==> config.mk <==
export PLATFORM = sky130hd
export DESIGN_NAME = pj_fluxo_dados_n
export DESIGN_NICKNAME = d
export VERILOG_FILES = /design/src/rtl/pj_pkg.sv /design/src/rtl/pj_fluxo_dados_n_edge_detector.sv /design/src/rtl/pj_fluxo_dados_n.sv
export SDC_FILE = /design/constraint.sdc
export NUM_CORES = 1
export LEC_CHECK = 0
export ABC_AREA = 1
export BUFFER_PORTS_ARGS = -buffer_cell sky130_fd_sc_hd__buf_2
export CORE_MARGIN = 2
export CORE_UTILIZATION = 52
export CTS_CLUSTER_DIAMETER = 30
export CTS_CLUSTER_SIZE = 8
export DETAILED_ROUTE_END_ITERATION = 6
export PLACE_DENSITY = 0.83
export RECOVER_POWER = 50
export SLEW_MARGIN = 5
export SYNTH_ARGS = -nofsm -noshare
export SYNTH_HDL_FRONTEND = slang
export SYNTH_HIERARCHICAL = 1
export SYNTH_SLANG_ARGS = --single-unit
export TNS_END_PERCENT = 1
==> constraint.sdc <==
create_clock -name clock -period 1.3 [get_ports clock]
set_input_delay 0.26 -clock clock [delete_from_list [all_inputs] [get_ports clock]]
set_output_delay 0.26 -clock clock [all_outputs]
set_load 0.03 [all_outputs]
==> src/rtl/pj_pkg.sv <==
// Shared definitions for the MindFocus round engine: FSM state codes and
// default parameter values.
package pj_pkg;

  typedef enum logic [2:0] {
    INICIAL = 3'd0,
    PREPARA = 3'd1,
    ESPERA  = 3'd2,
    COMPARA = 3'd3,
    SOLTA   = 3'd4,
    PROXIMA = 3'd5,
    FIM     = 3'd6
  } estado_t;

  localparam int PJ_N_BOTOES_DEF = 4;
  localparam int PJ_DEPTH_DEF    = 16;
  localparam int PJ_TIMEOUT_DEF  = 5000;

endpackage

==> src/rtl/pj_fluxo_dados_n_edge_detector.sv <==
// Rising-edge detector: pulso is high for the cycle in which sinal goes 0 -> 1.
module edge_detector (
  input  logic clock,
  input  logic reset,
  input  logic sinal,
  output logic pulso
);

  logic sinal_q;

  // Previous sample of the input level.
  always_ff @(posedge clock or posedge reset) begin
    if (reset) sinal_q <= 1'b0;
    else       sinal_q <= sinal;
  end

  assign pulso = sinal & ~sinal_q;

endmodule

==> src/rtl/pj_fluxo_dados_n.sv <==
// MindFocus round engine: plays one round of N-button sequence game against a
// synchronous ROM, counting hits and errors per play.
// Optional feature: define PJ_TIMEOUT_EN to expire a play after TIMEOUT_CICLOS
// cycles without a press.
// ROM contents: built-in rotating one-hot sequence.
module pj_fluxo_dados_n
  import pj_pkg::*;
#(
  parameter int    N_BOTOES       = PJ_N_BOTOES_DEF,
  parameter int    DEPTH          = PJ_DEPTH_DEF,
  parameter string MEM_FILE       = "mem_jogo.hex",
  parameter int    TIMEOUT_CICLOS = PJ_TIMEOUT_DEF
) (
  input  logic                       clock,
  input  logic                       reset,
  input  logic                       iniciar,
  input  logic [N_BOTOES-1:0]        botoes,
  output logic [$clog2(DEPTH+1)-1:0] acertos,
  output logic [$clog2(DEPTH+1)-1:0] erros,
  output logic                       jogada_feita,
  output logic                       acertou,
  output logic                       errou,
  output logic                       timeout,
  output logic                       pronto,
  output logic [2:0]                 db_estado,
  output logic [$clog2(DEPTH)-1:0]   db_endereco,
  output logic [N_BOTOES-1:0]        db_jogada,
  output logic [N_BOTOES-1:0]        db_memoria
);

  localparam int AW = $clog2(DEPTH);
  localparam int CW = $clog2(DEPTH+1);

  estado_t             estado_q, estado_d;
  logic [AW-1:0]       endereco_q, endereco_d;
  logic [CW-1:0]       acertos_q, acertos_d;
  logic [CW-1:0]       erros_q, erros_d;
  logic [N_BOTOES-1:0] jogada_q, jogada_d;
  logic [N_BOTOES-1:0] memoria_q;
  logic                pressionado;
  logic                pulso;
  logic                expirou;

  assign pressionado = |botoes;

  edge_detector u_borda (
    .clock (clock),
    .reset (reset),
    .sinal (pressionado),
    .pulso (pulso)
  );

`ifdef PJ_TIMEOUT_EN
  localparam int TW = $clog2(TIMEOUT_CICLOS+1);
  logic [TW-1:0] tempo_q, tempo_d;

  // Cycles spent in ESPERA; held at zero in every other state.
  always_comb tempo_d = (estado_q == ESPERA) ? tempo_q + 1'b1 : '0;

  // Timeout cycle counter register.
  always_ff @(posedge clock or posedge reset) begin
    if (reset) tempo_q <= '0;
    else       tempo_q <= tempo_d;
  end

  assign expirou = (estado_q == ESPERA) && (tempo_q == TW'(TIMEOUT_CICLOS-1));
`else
  assign expirou = 1'b0;
`endif

  // Synchronous ROM read of the built-in sequence 1,2,4,... wrapping on N_BOTOES.
  always_ff @(posedge clock or posedge reset) begin
    if (reset) memoria_q <= '0;
    else       memoria_q <= N_BOTOES'(1) << (int'(endereco_q) % N_BOTOES);
  end

  // Round FSM next state, datapath updates and one-cycle result pulses.
  always_comb begin
    estado_d     = estado_q;
    endereco_d   = endereco_q;
    acertos_d    = acertos_q;
    erros_d      = erros_q;
    jogada_d     = jogada_q;
    jogada_feita = 1'b0;
    acertou      = 1'b0;
    errou        = 1'b0;
    timeout      = 1'b0;
    pronto       = 1'b0;
    case (estado_q)
      INICIAL: if (iniciar) estado_d = PREPARA;
      PREPARA: begin
        endereco_d = '0;
        acertos_d  = '0;
        erros_d    = '0;
        jogada_d   = '0;
        estado_d   = ESPERA;
      end
      ESPERA: begin
        // A press in the expiry cycle takes priority over the timeout.
        if (pulso) begin
          jogada_feita = 1'b1;
          jogada_d     = botoes;
          estado_d     = COMPARA;
        end else if (expirou) begin
          timeout  = 1'b1;
          errou    = 1'b1;
          erros_d  = erros_q + 1'b1;
          estado_d = PROXIMA;
        end
      end
      COMPARA: begin
        if (jogada_q == memoria_q) begin
          acertou   = 1'b1;
          acertos_d = acertos_q + 1'b1;
        end else begin
          errou   = 1'b1;
          erros_d = erros_q + 1'b1;
        end
        estado_d = SOLTA;
      end
      SOLTA: if (!pressionado) estado_d = PROXIMA;
      PROXIMA: begin
        if (endereco_q == AW'(DEPTH-1)) begin
          estado_d = FIM;
        end else begin
          endereco_d = endereco_q + 1'b1;
          estado_d   = ESPERA;
        end
      end
      FIM: begin
        pronto = 1'b1;
        if (iniciar) estado_d = PREPARA;
      end
      default: estado_d = INICIAL;
    endcase
  end

  // State and datapath registers.
  always_ff @(posedge clock or posedge reset) begin
    if (reset) begin
      estado_q   <= INICIAL;
      endereco_q <= '0;
      acertos_q  <= '0;
      erros_q    <= '0;
      jogada_q   <= '0;
    end else begin
      estado_q   <= estado_d;
      endereco_q <= endereco_d;
      acertos_q  <= acertos_d;
      erros_q    <= erros_d;
      jogada_q   <= jogada_d;
    end
  end

  assign acertos     = acertos_q;
  assign erros       = erros_q;
  assign db_estado   = estado_q;
  assign db_endereco = endereco_q;
  assign db_jogada   = jogada_q;
  assign db_memoria  = memoria_q;

endmodule

=== After elaboration in Yosys (flattened, before gate mapping) ===
Index checks and enable logic that the tools add are counted.

* Bits in registers: 26
* Bits of input ports: 7
* Output and inout bits: 30

* $add $sub $neg: 3
* Equal/unequal tests: 14
* Shift-type cells: 1
* Multiplexer cells: 20
* Bitwise logic cells: 2
* Reduce and logical (&&, ||, !) cells: 11

{| class="wikitable"
|+ Operators by type and width
! cell !! number
|-
| 5-bit case mux with 2 select lines || 2
|-
| 3-bit case mux with 6 select lines || 1
|-
| 4-bit case mux with 2 select lines || 2
|-
| 3-bit 2-to-1 mux || 4
|-
| 5-bit by 1-bit adder with 5-bit output, second input constant || 2
|-
| 5-bit 2-to-1 mux || 2
|-
| 2-bit != test, second input constant || 5
|-
| 3-bit equality test, second input constant || 3
|-
| 4-bit 2-to-1 mux || 2
|-
| 2-bit AND reduction || 4
|-
| 1-bit 2-to-1 mux || 7
|-
| 3-bit by 2-bit equality test with 1-bit output, second input constant || 2
|-
| 2-bit nonzero test || 3
|-
| 4-bit by 1-bit adder with 4-bit output, second input constant || 1
|-
| 4-bit equality test || 1
|-
| 4-bit equality test, second input constant || 1
|-
| 4-bit OR reduction || 1
|-
| 1-bit by 2-bit left shift with 4-bit output, first input constant || 1
|-
| 3-bit by 1-bit equality test with 1-bit output, second input constant || 1
|-
| 3-bit zero test || 1
|-
| 3-bit AND reduction || 1
|-
| 2-bit by 1-bit != test with 1-bit output, second input constant || 1
|-
| 2-bit OR reduction || 1
|-
| 1-bit AND || 1
|-
| 1-bit inverter || 1
|}

=== Depth between registers and ports, before layout ===
Gate-level depths: netlist (run 1).

* Depth after elaboration: 4
* Mapped depth: 11
* Depth with buffers taken out: 11

=== Modules after synthesis ===
Netlist (run 1), hierarchy kept.

{| class="wikitable"
|+ By module, submodules not included
! module !! times used !! cells an instance !! area each (um^2) !! seq. area each (um^2)
|-
| pj_fluxo_dados_n || 1 || 185 || 1,438.9 || 625.6
|-
| edge_detector || 1 || 4 || 38.8 || 25.0
|}

=== Least setup slack after synthesis (run 1) ===
Ideal clock, no wire load.

* Path kind: reg-to-reg
* Start point: register estado_q[2], in the netlist db_estado[2]
* End point: register estado_q[0], in the netlist db_estado[0]
* Arrival: 1,545 ps
* Required time: 1,161 ps
* Path slack: -384 ps
* Cell stages (with the launch flop): 6
* Buffers on the path: 0
* Clock period less this slack: 1,684 ps
* Cells stage by stage: dfrtp_1 > inv_2 > nor2_1 > o21bai_2 > nand2_2 > nor2_1

* Cells in the longest elaborated chain, start to end: 4
* Elaborated cells between the ends (all ways): 13

{| class="wikitable"
|+ RTL lines
! what !! RTL line !! source
|-
| from (decl) || pj_fluxo_dados_n.sv:34 || <nowiki>estado_t estado_q, estado_d;</nowiki>
|-
| from (signal assigned) || pj_fluxo_dados_n.sv:147 || <nowiki>estado_q <= estado_d;</nowiki>
|-
| 3-bit equality test / 3-bit zero test (equally long branches) || pj_fluxo_dados_n.sv:89 || <nowiki>case (estado_q)</nowiki>
|-
| 2-bit OR reduction (no source line) || -- ||
|-
| 2-bit by 1-bit != test with 1-bit output (no source line) || -- ||
|-
| 3-bit AND reduction (no source line) || -- ||
|}

Parallel ways exist; a longest one is shown, timed or not.
A chain may end at the register's enable or synchronous reset.

=== Final worst setup path (run 1) ===
* Start point: register jogada_q[1], in the netlist db_jogada[1]
* End point: output port errou

* Cells in the longest elaborated chain, start to end: 3

{| class="wikitable"
|+ RTL lines
! what !! RTL line !! source
|-
| from (decl) || pj_fluxo_dados_n.sv:38 || <nowiki>logic [N_BOTOES-1:0] jogada_q, jogada_d;</nowiki>
|-
| from (signal assigned) || pj_fluxo_dados_n.sv:151 || <nowiki>jogada_q <= jogada_d;</nowiki>
|-
| 4-bit equality test || pj_fluxo_dados_n.sv:112 || <nowiki>if (jogada_q == memoria_q) begin</nowiki>
|-
| 1-bit 2-to-1 mux || pj_fluxo_dados_n.sv:112 ||
|-
| 1-bit 2-to-1 mux || -- ||
|-
| to (decl) || pj_fluxo_dados_n.sv:22 || <nowiki>output logic errou,</nowiki>
|}

No other way between the ends.

==> flow_summary.toml, run 1 <==
[worst_setup_path]
cp-startpoint = "db_jogada[1]"
rrSetupSlack_ns = -0.10
r2r_start = "db_jogada[1]"
crit_path_end_kind = "primary output"
crit_fanout = 3
crit_required_ns = 1.04
start_kind = "register"
critPathArrivalTime_ns = 1.40
critical_path_class = "reg -> out"

[outcome]
violations = "negative setup slack"
status = "complete, but fails checks"

[detailed_routing]
postRouteAntennaNets = 0
post_drt_wl_per_cell_um = 13.0
drcViolationCount = 0
viasPerCell = 5.08
num_vias = 1412
dr.pass1.iters = 4
drt_iter0_drc = 52
totalWireLength_um = 3620

[yosys]
synth_seq_area_share = 0.440
avgSynthCellArea_um2 = 7.82
synth_area_um2 = 1480
synth_fp_nets = 202
synth_warnings = 6
synth_cell_types = 24
ys_seq_elements = 26
syn_inst = 189

[power_and_ir_drop]
power_density_nw_per_um2 = 2080
p_leak_nw = 1.08
vdd_drop_max_mv = 1.92
total_power_mw = 4.36

[floorplan]
dieArea_um2 = 3280
ios = 37
die_x_um = 57.3
rows = 19
initial_core_util = 0.541
die_y_um = 57.3
core_area_um2 = 2730

[clocking]
clk_latency_ns = 0.34
cts_tree = "yes"
cts_max_level = 1
cts_buffers = 3
clockBufferDepth = 2
cts_root_buffer = "clkbuf_4"
clkSinkCount = 26
clk_pin_slew_ns = 0.15

[cells_and_area]
post-route-util = 0.765
nets = 261
final_cell_area_um2 = 2090
n_fill_cell = 190
stdcell_count = 278
layout-drive-gt1-share = 0.449
final_cell_mix = "41 x nand2_1, 23 x nand3_1, 22 x buf_4, 18 x nor2_1, 18 x buf_2"
final_common_cell = "nand2_1"
area_delta_synth_final_pct = 41.6
antenna_cells = 0

[hold_path]
worstHoldPathType = "in -> reg"
worstHoldStart = "botoes[3]"

[sta]
tightest_slew_ns = 0.623
post-route-min-period_ns = 1.66
period_share = 1.27
skew_ns = 0.00880
fmax_mhz = 604
finalMaxSlewViolations = 0
hold_viol = 0
fin_ws_ns = -0.357
setup_viol = 18
fin_tns_setup_ns = -1.80
grt_setup_unrepaired = "true"
hold_ws_ns = 0.167
max_slew_margin = 0.585

[place]
io_buffers = 35
dp_slack_ns = -0.0780
routabilityCongestion = 0.834
dpl.cell_count = 267
place_area_um2 = 1840
dpl.hpwl_um = 2390

[grt]
grt_pass1_wl_um = 5820
grt_max_degree = 26
grt_pass1_vias = 1317
grt_usage = 0.227
grt_overflow_total = 0
antenna_found_initial = 0

[job]
cap_violations = 0
==> path summary, 6_finish.rpt <==
kind	cells after the start	to
setup reg to reg	10	erros[0]
hold reg to reg	1	db_estado[0]
max in group asynchronous	4	db_jogada[1]
min in group asynchronous	3	u_borda/sinal_q
hold / removal	3	db_jogada[3]
setup / recovery	7	errou
==> where the power goes <==
group          internal [mW]  leakage, nW  switching [mW]
combinational          0.981        0.720            1.57
sequential              1.01        0.328           0.217
clock                  0.312       0.0279           0.270
==> critical path, stage by stage, from the launching register on <==
cell     delay [ns]
dfrtp_2        0.46
nand2_2        0.08
nand2_2        0.07
nor2_4         0.15
nand2_2        0.07
nand2_2        0.08
inv_2          0.04
buf_6          0.12
==> state kept, by name (all words and copies together) (netlist names) <==
register         cells
db_jogada            4
u_borda/sinal_q      1
db_memoria           4
db_estado            3
db_endereco          4
erros                5
acertos              5
==> cells by family after synthesis <==
family	count (synthesis)	synth area share
AO/OA/AOI/OAI	11	0.0525
XOR/XNOR	5	0.0296
adder cells (fa/ha/maj)	6	0.0508
buffers and inverters	30	0.0821
flip-flops	26	0.440
other	1	0.00254
AND/OR/NAND/NOR	110	0.342
==> cell usage after synthesis (all sizes together) <==
cell type	n	area share
o21bai	1	0.0076
inv	27	0.069
dfrtp	26	0.44
buf	3	0.014
nand3	26	0.10
o22ai	1	0.0042
nor2	25	0.075
nand2	57	0.15
conb	1	0.0025
xnor2	1	0.0059
xor2	4	0.024
nand3b	1	0.0051
o21ai	9	0.041
ha	6	0.051
nor3	1	0.0034
==> repair_timing <==
action | 4_1_cts | 5_1_grt
hold buffers | 1 | 0
pin swaps | 5 | 8
resized for setup | 20 | 38
buffers inserted | 1 | 5
hold endpoints to repair | 26 | 0
setup endpoints to repair | 15 | 35
==> layout make-up <==
| type | instances | area [um2] | share of cell area |
|---|---|---|---|
| clock buffers | 3 | 22.5 | 0.0108 |
| clock inverters | 1 | 30.0 | 0.0144 |
| inverters | 27 | 110 | 0.0526 |
| multi-input cells | 133 | 791 | 0.378 |
| flip-flops and latches | 26 | 667 | 0.319 |
| well taps | 31 | 38.8 | 0.0185 |
| repair buffers | 57 | 433 | 0.207 |
==> per-layer routing <==
| layer | track usage | wire (um) | vias to the layer above |
|---|---|---|---|
| met4 | 0.106 | 65 | 0 |
| li1 | - | - | 704 |
| met3 | 0.0204 | 119 | 7 |
| met5 | 0 | 0 | - |
| met2 | 0.365 | 1840 | 34 |
| met1 | 0.314 | 1590 | 667 |
(Power assumes the default switching activity.)
==> run 2, diff against run 1 <==
- CORE_UTILIZATION: 52 -> 50
- PLACE_DENSITY: 0.83 -> 0.81
==> run 2 against run 1 <==
  * The flow still finishes with violations (negative setup slack)
  * Register-to-register slack gained 0.02 ns
  * Critical path type unchanged
  * Cell count down 1.1%
  * Sequential power about the same
  * Core utilization is 4.5 points lower
  * Design area is 4.2% lower
  * Hold slack better by 0.011 ns
  * First-iteration DRC count decreased by 23%
  * Count of clock-buffer cells in the layout rose by 1
  * Non-clock buffer count down 3
  * Sequential share of layout area up 1.4 points
  * Clock power fell by 39%
==> flow_summary.toml, run 2 (synthesized netlist as in run 1, its figures left out) <==
[outcome]
status = "complete, but fails checks"
violations = "negative setup slack"

[cells_and_area]
seq_area_um2 = 667
area_delta_synth_final_pct = 35.6
layout-drive-gt1-share = 0.393
final_cell_mix = "49 x nand2_1, 25 x buf_2, 23 x nand3_1, 19 x inv_1, 18 x nor2_1"
antenna_cells = 0
post-route-util = 0.720
nets = 258
n_fill_cell = 223
multi_input_area_um2 = 758
final_common_cell = "nand2_1"
final_cell_area_um2 = 2000

[detailed_routing]
postRouteAntennaNets = 0
drt_iter0_drc = 40
num_vias = 1361
drcViolationCount = 0
post_drt_wl_per_cell_um = 12.0
viasPerCell = 4.95
totalWireLength_um = 3290
dr.pass1.iters = 4

[grt]
grt_overflow_total = 0
grt_pass1_vias = 1328
grt_max_degree = 26
grt_usage = 0.213
grt_pass1_wl_um = 5570
antenna_found_initial = 0

[clocking]
clockBufferDepth = 2
clk_pin_slew_ns = 0.14
clkSinkCount = 26
cts_tree = "yes"
cts_max_level = 1
cts_buffers = 3
clk_latency_ns = 0.32
cts_root_buffer = "clkbuf_4"

[worst_setup_path]
cp_cell_sequence = "inv_2, nand2_2, nand2_2, nor2_4, nand2_1, nand2_2, inv_2, buf_6"
rrSetupSlack_ns = -0.08
crit_path_end_kind = "primary output"
r2r_start = "db_jogada[2]"
cp-startpoint = "db_jogada[2]"
cpMaxStageDelayCell = "dfrtp_2"
crit_top_cell = "nand2_2"
max_stage_delay_ns = 0.42
critPathArrivalTime_ns = 1.38
crit_fanout = 3
crit_required_ns = 1.04
start_kind = "register"
critical_path_class = "reg -> out"

[sta]
hold_ws_ns = 0.177
hold_viol = 0
fin_tns_setup_ns = -1.57
skew_ns = 0.00673
max_slew_margin = 0.584
fin_ws_ns = -0.335
finalMaxSlewViolations = 0
grt_setup_unrepaired = "true"
period_share = 1.26
setup_viol = 14
tightest_slew_ns = 0.624
fmax_mhz = 612
post-route-min-period_ns = 1.64

[floorplan]
dieArea_um2 = 3410
die_x_um = 58.4
initial_core_util = 0.531
ios = 37
die_y_um = 58.4
rows = 19
core_area_um2 = 2780

[place]
dpl.hpwl_um = 2450
io_buffers = 35
routabilityCongestion = 0.820
place_area_um2 = 1860

[power_and_ir_drop]
power_density_nw_per_um2 = 1950
vdd_drop_max_mv = 1.61
p_leak_nw = 1.05

[job]
cap_violations = 0

[hold_path]
worstHoldStart = "botoes[3]"
worstHoldPathType = "in -> reg"
run 2: cell count changes in the layout (fill, tap and decap cells not counted), moves of 2 or more:
cell / change
buf_2: +7
buf_4: -11
inv_1: +3
inv_2: -2
nand2_1: +8
nand2_2: -7
run 2: worst paths after layout:
path	to	cells after the start
worst max-delay path	errou	8
worst min-delay path	db_jogada[3]	3
worst max register to register	erros[3]	11
worst min register to register	db_estado[0]	1
max in group asynchronous	db_endereco[0]	4
min in group asynchronous	u_borda/sinal_q	3
run 2: per-layer routing:
layer	global-route usage	routed length, um	vias up
li1	-	-	695
met5	0	0	-
met4	0.0897	34	0
met1	0.275	1440	644
met3	0.0242	86	2
met2	0.364	1730	20
run 2: cell type report:
| class | instances | share of cell area |
|---|---|---|
| clock buffers | 4 | 0.0131 |
| inverters | 27 | 0.0537 |
| multi-input cells | 133 | 0.379 |
| flip-flops and latches | 26 | 0.333 |
| well taps | 31 | 0.0194 |
| repair buffers | 54 | 0.202 |
run 2: where the power goes:
part	switching (mW)	internal, mW
Clock	0.236	0.120
Combinational	1.46	0.874
Sequential	0.210	1.01
Total	1.91	2.01
run 2: critical path: cells and delay by family (launching register included):
| kind | cells | cell delay, ns |
|---|---|---|
| flops | 1 | 0.42 |
| simple gates | 5 | 0.40 |
| buf+inv | 3 | 0.22 |
run 2: what timing repair did:
| action | CTS | global route |
|---|---|---|
| endpoints found under the hold margin | 26 | 0 |
| hold buffers | 1 | 0 |
| setup buffers | 1 | 1 |
| gates resized for setup | 25 | 5 |
| setup endpoints to repair | 25 | 29 |
| pin swaps | 5 | 6 |
run 2: through the flow:
| stage | total power, mW | cells | setup slack (ns) |
|---|---|---|---|
| after floorplan | 2.62 | 189 | -0.0514 |
| after global placement | 3.25 | 268 | -0.0235 |
| after detailed placement | 3.31 | 268 | -0.0584 |
| after CTS | 3.84 | 274 | -0.358 |
| after global routing | 4.17 | 275 | -0.420 |
| final | 3.91 | 275 | -0.335 |
